## src/rtl/pla_stream_eval.sv

```systemverilog
// ============================================================================
// Module      : pla_stream_eval
// Description : Streaming sum-of-products (PLA) evaluator. A runtime-loaded
//               cube table is evaluated against an input vector stream
//               through a two-stage valid/ready pipeline.
// Revision    : 1.0 - initial release
// ============================================================================
`default_nettype none

module pla_stream_eval #(
    parameter int N_IN   = 8,
    parameter int N_CUBE = 16,
    parameter int N_OUT  = 1
) (
    input  logic                                 clk,
    input  logic                                 rst_n,
    input  logic                                 cfg_we,
    input  logic [$clog2(N_CUBE)-1:0]            cfg_addr,
    input  logic [N_IN-1:0]                      cfg_care,
    input  logic [N_IN-1:0]                      cfg_val,
    input  logic [N_OUT-1:0]                     cfg_out,
    input  logic                                 cfg_mask_we,
    input  logic [N_IN-1:0]                      cfg_mask,
    input  logic                                 cfg_clr,
    output logic                                 cfg_ready,
    input  logic                                 in_valid,
    output logic                                 in_ready,
    input  logic [N_IN-1:0]                      in_x,
    output logic                                 out_valid,
    input  logic                                 out_ready,
    output logic [N_OUT-1:0]                     out_y
);

    localparam int C_ADDR_W = $clog2(N_CUBE);

    logic [N_IN-1:0]   r_care [N_CUBE];
    logic [N_IN-1:0]   r_val  [N_CUBE];
    logic [N_OUT-1:0]  r_out  [N_CUBE];
    logic [N_CUBE-1:0] r_cube_valid;
    logic [N_IN-1:0]   r_mask;

    logic              r_s1_valid;
    logic [N_IN-1:0]   r_s1_x;
    logic              r_s2_valid;
    logic [N_OUT-1:0]  r_s2_y;

    logic              w_cfg_ok;
    logic              w_cfg_strobe;
    logic              w_s2_ready;
    logic              w_s1_ready;
    logic              w_in_fire;
    logic [N_CUBE-1:0] w_match;
    logic [N_IN-1:0]   w_x_xlat;
    logic [N_OUT-1:0]  w_eval;

    // Configuration is only accepted while the datapath is idle, so table
    // updates can never race an in-flight vector.
    assign cfg_ready    = !r_s1_valid && !r_s2_valid && !in_valid;
    assign w_cfg_strobe = cfg_we || cfg_mask_we || cfg_clr;
    assign w_cfg_ok     = cfg_ready && rst_n;

    assign w_s2_ready = !r_s2_valid || out_ready;
    assign w_s1_ready = !r_s1_valid || w_s2_ready;
    assign in_ready   = rst_n && w_s1_ready && !(w_cfg_ok && w_cfg_strobe);
    assign w_in_fire  = in_valid && in_ready;

    assign out_valid = r_s2_valid && rst_n;
    assign out_y     = rst_n ? r_s2_y : '0;

    assign w_x_xlat = r_s1_x ^ r_mask;

    genvar k;
    generate
        for (k = 0; k < N_CUBE; k++) begin : g_cube
            assign w_match[k] = r_cube_valid[k] &&
                                ((w_x_xlat ^ r_val[k]) & r_care[k]) == '0;
        end
    endgenerate

    always_comb begin
        w_eval = '0;
        for (int i = 0; i < N_CUBE; i++) begin
            if (w_match[i]) begin
                w_eval = w_eval | r_out[i];
            end
        end
    end

    // Table payload needs no reset: entries are qualified by r_cube_valid.
    always_ff @(posedge clk) begin
        if (w_cfg_ok && cfg_we) begin
            r_care[cfg_addr] <= cfg_care;
            r_val[cfg_addr]  <= cfg_val;
            r_out[cfg_addr]  <= cfg_out;
        end
    end

    always_ff @(posedge clk) begin
        if (!rst_n) begin
            r_cube_valid <= '0;
            r_mask       <= '0;
        end else if (w_cfg_ok) begin
            // Later assignment wins, giving clear-then-write ordering.
            if (cfg_clr) begin
                r_cube_valid <= '0;
            end
            if (cfg_we) begin
                r_cube_valid[cfg_addr] <= 1'b1;
            end
            if (cfg_mask_we) begin
                r_mask <= cfg_mask;
            end
        end
    end

    always_ff @(posedge clk) begin
        if (!rst_n) begin
            r_s1_valid <= 1'b0;
            r_s1_x     <= '0;
            r_s2_valid <= 1'b0;
            r_s2_y     <= '0;
        end else begin
            if (w_s2_ready) begin
                r_s2_valid <= r_s1_valid;
                if (r_s1_valid) begin
                    r_s2_y <= w_eval;
                end
            end
            if (w_s1_ready) begin
                r_s1_valid <= w_in_fire;
                if (w_in_fire) begin
                    r_s1_x <= in_x;
                end
            end
        end
    end

    logic [C_ADDR_W-1:0] w_unused_addr_w;
    assign w_unused_addr_w = cfg_addr;

endmodule

`default_nettype wire

```

## config.mk

```make
export PLATFORM = sky130hd
export DESIGN_NAME = pla_stream_eval
export DESIGN_NICKNAME = d
export VERILOG_FILES = /design/src/rtl/pla_stream_eval.sv
export SDC_FILE = /design/constraint.sdc
export NUM_CORES = 1
export LEC_CHECK = 0
export CORE_MARGIN = 2
export CORE_UTILIZATION = 45
export DETAILED_ROUTE_END_ITERATION = 8
export GPL_TIMING_DRIVEN = 0
export PLACE_DENSITY_LB_ADDON = 0.15
export RECOVER_POWER = 25
export REMOVE_ABC_BUFFERS = 1
export SLEW_MARGIN = 20
export SYNTH_ARGS = -nofsm -noshare
export SYNTH_HDL_FRONTEND = slang
export SYNTH_SLANG_ARGS = --single-unit
```

## constraint.sdc

```tcl
create_clock -name clk -period 3.31 [get_ports clk]
set_clock_uncertainty 0.15 [all_clocks]
set_input_delay 0.331 -clock clk [delete_from_list [all_inputs] [get_ports clk]]
set_output_delay 0.331 -clock clk [all_outputs]
set_load 0.03 [all_outputs]
```

==> results of run 1 <==
[stage by stage]
step / util, % / setup slack, ns
3_5_place_dp: 49.1 / 0.0446
4_1_cts: 53.1 / 0.0283
6_report: 53.1 / 0.165
5_1_grt: 53.1 / 0.110
3_3_place_gp: 48.4 / -1.71
2_1_floorplan: - / 0.0483
[worst paths after layout]
kind	slack, ns	startpoint	cells past startpoint	to
min	0.16	rst_n	2	r_cube_valid[9]
min reg2reg	0.36	r_cube_valid[1]	2	r_cube_valid[1]
max	0.17	r_mask[1]	6	r_s2_y
max reg2reg	0.17	r_mask[1]	6	r_s2_y
[metal layers]
metal  up-vias  share of wire [%]  global-route usage (%)
met5         -                  0                       0
met4         0                1.5                    4.53
met3        39                4.9                    3.24
met2       188                 50                    34.8
met1      3207                 44                    27.7
li1       2806                  -                       -
[synth_stat cells (all sizes together) (2+ instances only)]
master   number  area [sq um]
a221oi        7          61.3
xor2          2          17.5
nor2b        22           138
nand2        40           150
and2          6          37.5
o31ai         2          20.0
nor3          5          30.0
nor2         14          52.6
clkbuf        7          26.3
buf          18           146
a22o         10          87.6
and3          8          50.1
nand3         3          15.0
a21oi        26           130
o21a          5          37.5
edfxtp      272          8170
dfxtp        35           701
nand4         9          56.3
a22oi        18           135
xnor2        72           736
o21ai         9          45.0
nand2b        5          31.3
xor3         59          1420
a2111oi       3          40.0
a222oi       12           120
mux2i        11           110
inv           3          11.3
[registers in the layout (all words and copies together) (netlist names)]
name          cells
r_val           128
r_s2_valid        1
r_mask            8
r_out            16
r_care          128
r_cube_valid     16
r_s2_y            1
r_s1_x            8
r_s1_valid        1
[critical path, cell delays in order (launching register included)]
cell and delay (ns):
dfxtp_1 1.01, xnor2_4 0.33, xnor2_1 0.25, a22oi_1 0.10, and3_1 0.20, a2111oi_1 0.80
a31oi_1 0.16
[cell type report]
class	instances	area, sq um
Inverter	3	11.3
Tap cell	378	473
Clock inverter	11	98.8
Timing Repair Buffer	58	601
Multi-Input combinational cell	356	3660
Clock buffer	51	998
Sequential cell	307	8870
Fill cell	2182	13000
[report_power, final]
part           internal (W)  total (W)  switching (W)
combinational      0.000293   0.000559       0.000267
clock               0.00224    0.00366        0.00142
sequential          0.00424    0.00430      0.0000581
[cell families after synthesis]
logic type                Yosys count  synth area share, %
DFF                               307                 70.2
xor gates and xnor gates          133                 17.2
and+or+nand+nor                   115                 4.60
AOI/OAI and AO/OA                  97                 5.69
buffers and inverters              28                 1.46
muxes                              11                0.872
==> results_tabular.tex, run 1 <==
\begin{tabular}{lr}
\hline
Metric & Value \\
\hline
\multicolumn{2}{l}{\textbf{Layout}} \\
\quad Diodes inserted & 0 \\
\quad Final Non-Filler Cells & 1164 \\
\quad Most frequent standard cell in the layout excluding fill and tap cells & edfxtp\_1 \\
\quad Area growth from synthesis to final layout & 16.5\% \\
\quad Final standard cell area without fillers & 0.0147 sq mm \\
\quad Commonest non-fill, non-tap cells in the layout & edfxtp\_1, xnor2\_1, xor3\_1 \\
\quad Proportion of layout cells with a drive suffix above 1 & 11.3\% \\
\quad Number of nets in the layout & 804 \\
\multicolumn{2}{l}{\textbf{Logic synthesis}} \\
\quad Flip-flop and latch count after synthesis & 307 \\
\quad Top FF cell, synth & edfxtp\_1 \\
\quad Post-Syn Area per Cell & 18.3 sq um \\
\quad Share of the yosys chip area belonging to registers & 70.2\% \\
\quad Number of instances in the synthesized netlist & 691 \\
\quad Count of flip-flops with a built-in enable after synthesis & 272 \\
\quad Share of synthesized flip-flops with an asynchronous set or reset & 0\% \\
\quad Number of library cell types mapped by synthesis & 43 \\
\quad Cell area after synthesis & 0.0126 sq mm \\
\quad Synth warnings & 0 \\
\multicolumn{2}{l}{\textbf{Timing}} \\
\quad Number of failing hold endpoints at the final stage & 0 \\
\quad Min Hold Slack & 0.162 ns \\
\quad Number of setup violations in the final report & 0 \\
\quad Sum of negative setup slack & 0 ns \\
\quad Number of pins exceeding their max-slew limit in the final report & 0 \\
\quad Min Clock Period, post-route & 3.14 ns \\
\quad Setup repair after global routing missed its margin & false \\
\quad Measured slew at the worst slew-check pin & 1.37 ns \\
\quad Fmax & 318 MHz \\
\quad Final worst path period share & 95.0\% \\
\quad Normalized max-slew margin & 8.38\% \\
\multicolumn{2}{l}{\textbf{Setup path}} \\
\quad CP Launch Type & flip-flop \\
\quad Worst Setup End Kind & flip-flop \\
\quad Type of the worst setup path & reg -> reg \\
\quad Data required, critical path & 3.53 ns \\
\quad Data arrival at the endpoint of the critical path & 3.36 ns \\
\quad Max Fanout on Critical Path & 11 \\
\multicolumn{2}{l}{\textbf{Global routing}} \\
\quad GR Overflow Total & 0 \\
\quad Overall fraction of global-route tracks in use & 20.4\% \\
\quad Number of antenna violations at the first check in global routing & 1 \\
\quad Global-route wire length before repair & 41900 um \\
\quad Via count of the first global-routing pass & 6324 \\
\quad Pin count of the biggest net entering global routing & 23 \\
\multicolumn{2}{l}{\textbf{Clocking}} \\
\quad Cts-stage hold buffer count & 0 \\
\quad Clock Latency Late Sink & 0.51 ns \\
\quad Level count of the clock H-tree & 2 \\
\quad Root buffer cell & clkbuf\_16 \\
\quad Clock slew seen by the registers of the worst setup and hold paths & 0.06 ns \\
\quad Post-CTS setup repair buffer count & 0 \\
\quad Clock tree from TritonCTS & done \\
\quad \# clock sinks & 307 \\
\quad Post-CTS sizing & 0 \\
\quad Number of clock buffers inserted by TritonCTS & 34 \\
\quad Buffers from clock root to sink, at most & 3 \\
\multicolumn{2}{l}{\textbf{Power}} \\
\quad Power per standard cell area & 579 mW/mm\^{}2 \\
\quad Reported leakage power & 4.90 nW \\
\quad VDD IR max & 0.293 mV \\
\quad Total power of the final layout & 0.00851 W \\
\multicolumn{2}{l}{\textbf{Place}} \\
\quad Inst Count DP & 1102 \\
\quad Cell area after placement & 0.0136 sq mm \\
\quad Port buffer count & 47 \\
\quad Routability congestion estimate from global placement & 0.755 \\
\quad HPWL Detailed & 17400 um \\
\multicolumn{2}{l}{\textbf{Drt}} \\
\quad Total Wirelength & 28900 um \\
\quad DRT iter0 DRCs & 535 \\
\quad Vias/cell & 5.36 \\
\quad Antenna viol nets, final & 0 \\
\quad Drt first pass iters & 5 \\
\quad Total number of vias & 6240 \\
\quad Detailed-route wire length per cell & 24.8 um \\
\quad Remaining design rule violation count & 0 \\
\multicolumn{2}{l}{\textbf{Die}} \\
\quad Total Die Area & 0.0294 sq mm \\
\quad Standard cell core area & 0.0277 sq mm \\
\quad IO Count & 48 \\
\quad Height of the die & 172 um \\
\quad Number of rows in the core area & 61 \\
\quad Starting density of the core & 45.6\% \\
\quad Die Width & 172 um \\
\multicolumn{2}{l}{\textbf{Job}} \\
\quad Maxcap violations & 0 \\
\multicolumn{2}{l}{\textbf{Outcome}} \\
\quad Status & finished, final reports clean \\
\multicolumn{2}{l}{\textbf{Min path}} \\
\quad Classification of the worst-slack hold path & in -> reg \\
\hline
\end{tabular}
Power figures use the tool's default switching activity.
==> run 2, diff against run 1 <==
--- a/config.mk
+++ b/config.mk
@@ -11,5 +11,4 @@
 export GPL_TIMING_DRIVEN = 0
 export PLACE_DENSITY_LB_ADDON = 0.15
-export RECOVER_POWER = 25
 export REMOVE_ABC_BUFFERS = 1
 export SLEW_MARGIN = 20
--- a/constraint.sdc
+++ b/constraint.sdc
@@ -3,3 +3,3 @@
 set_input_delay 0.331 -clock clk [delete_from_list [all_inputs] [get_ports clk]]
 set_output_delay 0.331 -clock clk [all_outputs]
-set_load 0.03 [all_outputs]
+set_load 0.005 [all_outputs]
==> run 2 against run 1 <==
Net effect:
- hold slack got worse by 0.0014 ns
- global-route usage unchanged
- critical endpoint unchanged
- first-iteration DRC count unchanged
- critical path type unchanged
==> results_tabular.tex, run 2 (synthesis results as in run 1) <==
\begin{tabular}{lr}
\hline
Metric & Value \\
\hline
\multicolumn{2}{l}{\textbf{Outcome}} \\
\quad Status & finished, final reports clean \\
\multicolumn{2}{l}{\textbf{Drt}} \\
\quad Total number of vias & 6225 (-0.24\%) \\
\quad Detailed-route wire length per cell & 24.8 um (about the same) \\
\quad DRT iter0 DRCs & 535 (unchanged) \\
\quad Antenna viol nets, final & 0 (unchanged) \\
\quad Vias/cell & 5.35 (-0.24\%) \\
\quad Total Wirelength & 28800 um (about the same) \\
\quad Remaining design rule violation count & 0 (unchanged) \\
\quad Drt first pass iters & 5 (unchanged) \\
\multicolumn{2}{l}{\textbf{Place}} \\
\quad HPWL Detailed & 17400 um (unchanged) \\
\quad Port buffer count & 47 (unchanged) \\
\quad Routability congestion estimate from global placement & 0.755 (unchanged) \\
\multicolumn{2}{l}{\textbf{Layout}} \\
\quad Proportion of layout cells with a drive suffix above 1 & 11.5\% (+0.13 points) \\
\quad Commonest non-fill, non-tap cells in the layout & edfxtp\_1, xnor2\_1, xor3\_1 \\
\quad Number of nets in the layout & 804 (unchanged) \\
\quad Most frequent standard cell in the layout excluding fill and tap cells & edfxtp\_1 \\
\quad Regs by FF count & r\_care x128, r\_val x128 \\
\quad Area growth from synthesis to final layout & 16.5\% (about the same) \\
\quad Diodes inserted & 0 (unchanged) \\
\quad Fill count & 2182 (unchanged) \\
\multicolumn{2}{l}{\textbf{Power}} \\
\quad Power per standard cell area & 578 mW/mm\^{}2 (about the same) \\
\quad Total power of the final layout & 0.00851 W (about the same) \\
\quad Reported leakage power & 4.90 nW (about the same) \\
\quad VDD IR max & 0.293 mV (about the same) \\
\multicolumn{2}{l}{\textbf{Die}} \\
\quad Starting density of the core & 45.6\% (unchanged) \\
\quad Die Width & 172 um (unchanged) \\
\quad IO Count & 48 (unchanged) \\
\quad Height of the die & 172 um (unchanged) \\
\quad Standard cell core area & 0.0277 sq mm (unchanged) \\
\quad Total Die Area & 0.0294 sq mm (unchanged) \\
\quad Number of rows in the core area & 61 (unchanged) \\
\multicolumn{2}{l}{\textbf{Timing}} \\
\quad Setup repair after global routing missed its margin & false \\
\quad Number of setup violations in the final report & 0 (unchanged) \\
\quad Min Clock Period, post-route & 3.14 ns (-0.00189 ns) \\
\quad Number of pins exceeding their max-slew limit in the final report & 0 (unchanged) \\
\quad Measured slew at the worst slew-check pin & 1.18 ns (-0.198 ns) \\
\quad Sum of negative setup slack & 0 ns (unchanged) \\
\quad Number of failing hold endpoints at the final stage & 0 (unchanged) \\
\quad Final worst path period share & 95.0\% (about the same) \\
\quad Normalized max-slew margin & 21.3\% (+13 points) \\
\quad Fmax & 318 MHz (about the same) \\
\multicolumn{2}{l}{\textbf{Clocking}} \\
\quad Level count of the clock H-tree & 2 (unchanged) \\
\quad Cts-stage hold buffer count & 0 (unchanged) \\
\quad Buffers from clock root to sink, at most & 3 (unchanged) \\
\quad Root buffer cell & clkbuf\_16 \\
\quad Clock slew seen by the registers of the worst setup and hold paths & 0.06 ns (about the same) \\
\quad Post-CTS sizing & 0 (unchanged) \\
\quad Clock Latency Late Sink & 0.51 ns (about the same) \\
\quad Post-CTS setup repair buffer count & 0 (unchanged) \\
\quad Number of clock buffers inserted by TritonCTS & 34 (unchanged) \\
\quad \# clock sinks & 307 (unchanged) \\
\quad Clock tree from TritonCTS & done \\
\multicolumn{2}{l}{\textbf{Global routing}} \\
\quad Global-route wire length before repair & 41900 um (unchanged) \\
\quad Most Crowded Layer GR & met2 \\
\quad Number of antenna violations at the first check in global routing & 1 (unchanged) \\
\quad Via count of the first global-routing pass & 6324 (unchanged) \\
\quad GRT met2 Usage & 34.8\% (unchanged) \\
\quad Overall fraction of global-route tracks in use & 20.4\% (unchanged) \\
\quad Global routing met1 resource utilization & 27.7\% (unchanged) \\
\quad Pin count of the biggest net entering global routing & 23 (unchanged) \\
\quad Global routing met3 resource utilization & 3.24\% (unchanged) \\
\quad GR Overflow Total & 0 (unchanged) \\
\multicolumn{2}{l}{\textbf{Setup path}} \\
\quad Max Fanout on Critical Path & 11 (unchanged) \\
\quad Type of the worst setup path & reg -> reg \\
\quad CP Launch Type & flip-flop \\
\quad Data arrival at the endpoint of the critical path & 3.36 ns (about the same) \\
\quad Data required, critical path & 3.53 ns (about the same) \\
\quad Number of cells traversed by the worst register-to-register path & 6 (unchanged) \\
\quad Worst Setup End Kind & flip-flop \\
\multicolumn{2}{l}{\textbf{Min path}} \\
\quad Classification of the worst-slack hold path & in -> reg \\
\quad Hold-critical path depth & 2 (unchanged) \\
\multicolumn{2}{l}{\textbf{Job}} \\
\quad Maxcap violations & 0 (unchanged) \\
\hline
\end{tabular}
-- run 2: cell types whose count changed in the layout (fill, tap and decap cells not counted), sizes merged --
| cell | previous run | this run |
|---|---|---|
| dlygate4sd3 | 9 | 0 |
| clkbuf | 52 | 51 |
| buf | 12 | 13 |
| clkdlybuf4s50 | 36 | 45 |
-- run 2: final timing paths --
check,from,end,slack [ns]
max,r_mask[1],r_s2_y,0.17
min,rst_n,r_cube_valid[9],0.16
min reg2reg,r_cube_valid[1],r_cube_valid[1],0.36
max reg2reg,r_mask[1],r_s2_y,0.17
-- run 2: cell type report --
class | instances | area [sq um] | area share, %
Sequential cell | 307 | 8870 | 60.3
Multi-Input combinational cell | 356 | 3660 | 24.9
Clock buffer | 51 | 998 | 6.78
Timing Repair Buffer | 58 | 602 | 4.09
Tap cell | 378 | 473 | 3.21
Clock inverter | 11 | 98.8 | 0.672
Inverter | 3 | 11.3 | 0.0765
-- run 2: critical path, stage by stage (launching register included) --
cell,delay [ns]
dfxtp_1,1.01
xnor2_4,0.33
xnor2_1,0.25
a22oi_1,0.10
and3_1,0.20
a2111oi_1,0.80
a31oi_1,0.16
-- run 2: metrics by stage --
stage | worst slack [ns] | utilization [%] | hold slack, ns | area [sq um] | instances
2_1_floorplan | 0.373 | - | 0.280 | 12500 | 666
3_5_place_dp | 0.0446 | 49.1 | 0.347 | 13600 | 1102
6_report | 0.167 | 53.1 | 0.161 | 14700 | 1164
3_3_place_gp | -1.71 | 48.4 | 0.342 | 13400 | 1091
4_1_cts | 0.0283 | 53.1 | 0.149 | 14700 | 1164
5_1_grt | 0.110 | 53.1 | 0.169 | 14700 | 1164
-- run 2: power by group --
part / internal [W] / switching [W] / leakage, nW
Combinational: 0.000295 / 0.000261 / 1.63
Sequential: 0.00424 / 0.0000581 / 2.73
Clock: 0.00224 / 0.00142 / 0.536
Total: 0.00677 / 0.00174 / 4.90
-- run 2: metal layers --
| metal | vias up | wire length, um |
|---|---|---|
| li1 | 2805 | - |
| met1 | 3195 | 12600 |
| met2 | 186 | 14400 |
| met3 | 39 | 1390 |
| met4 | 0 | 420 |
| met5 | - | 0 |
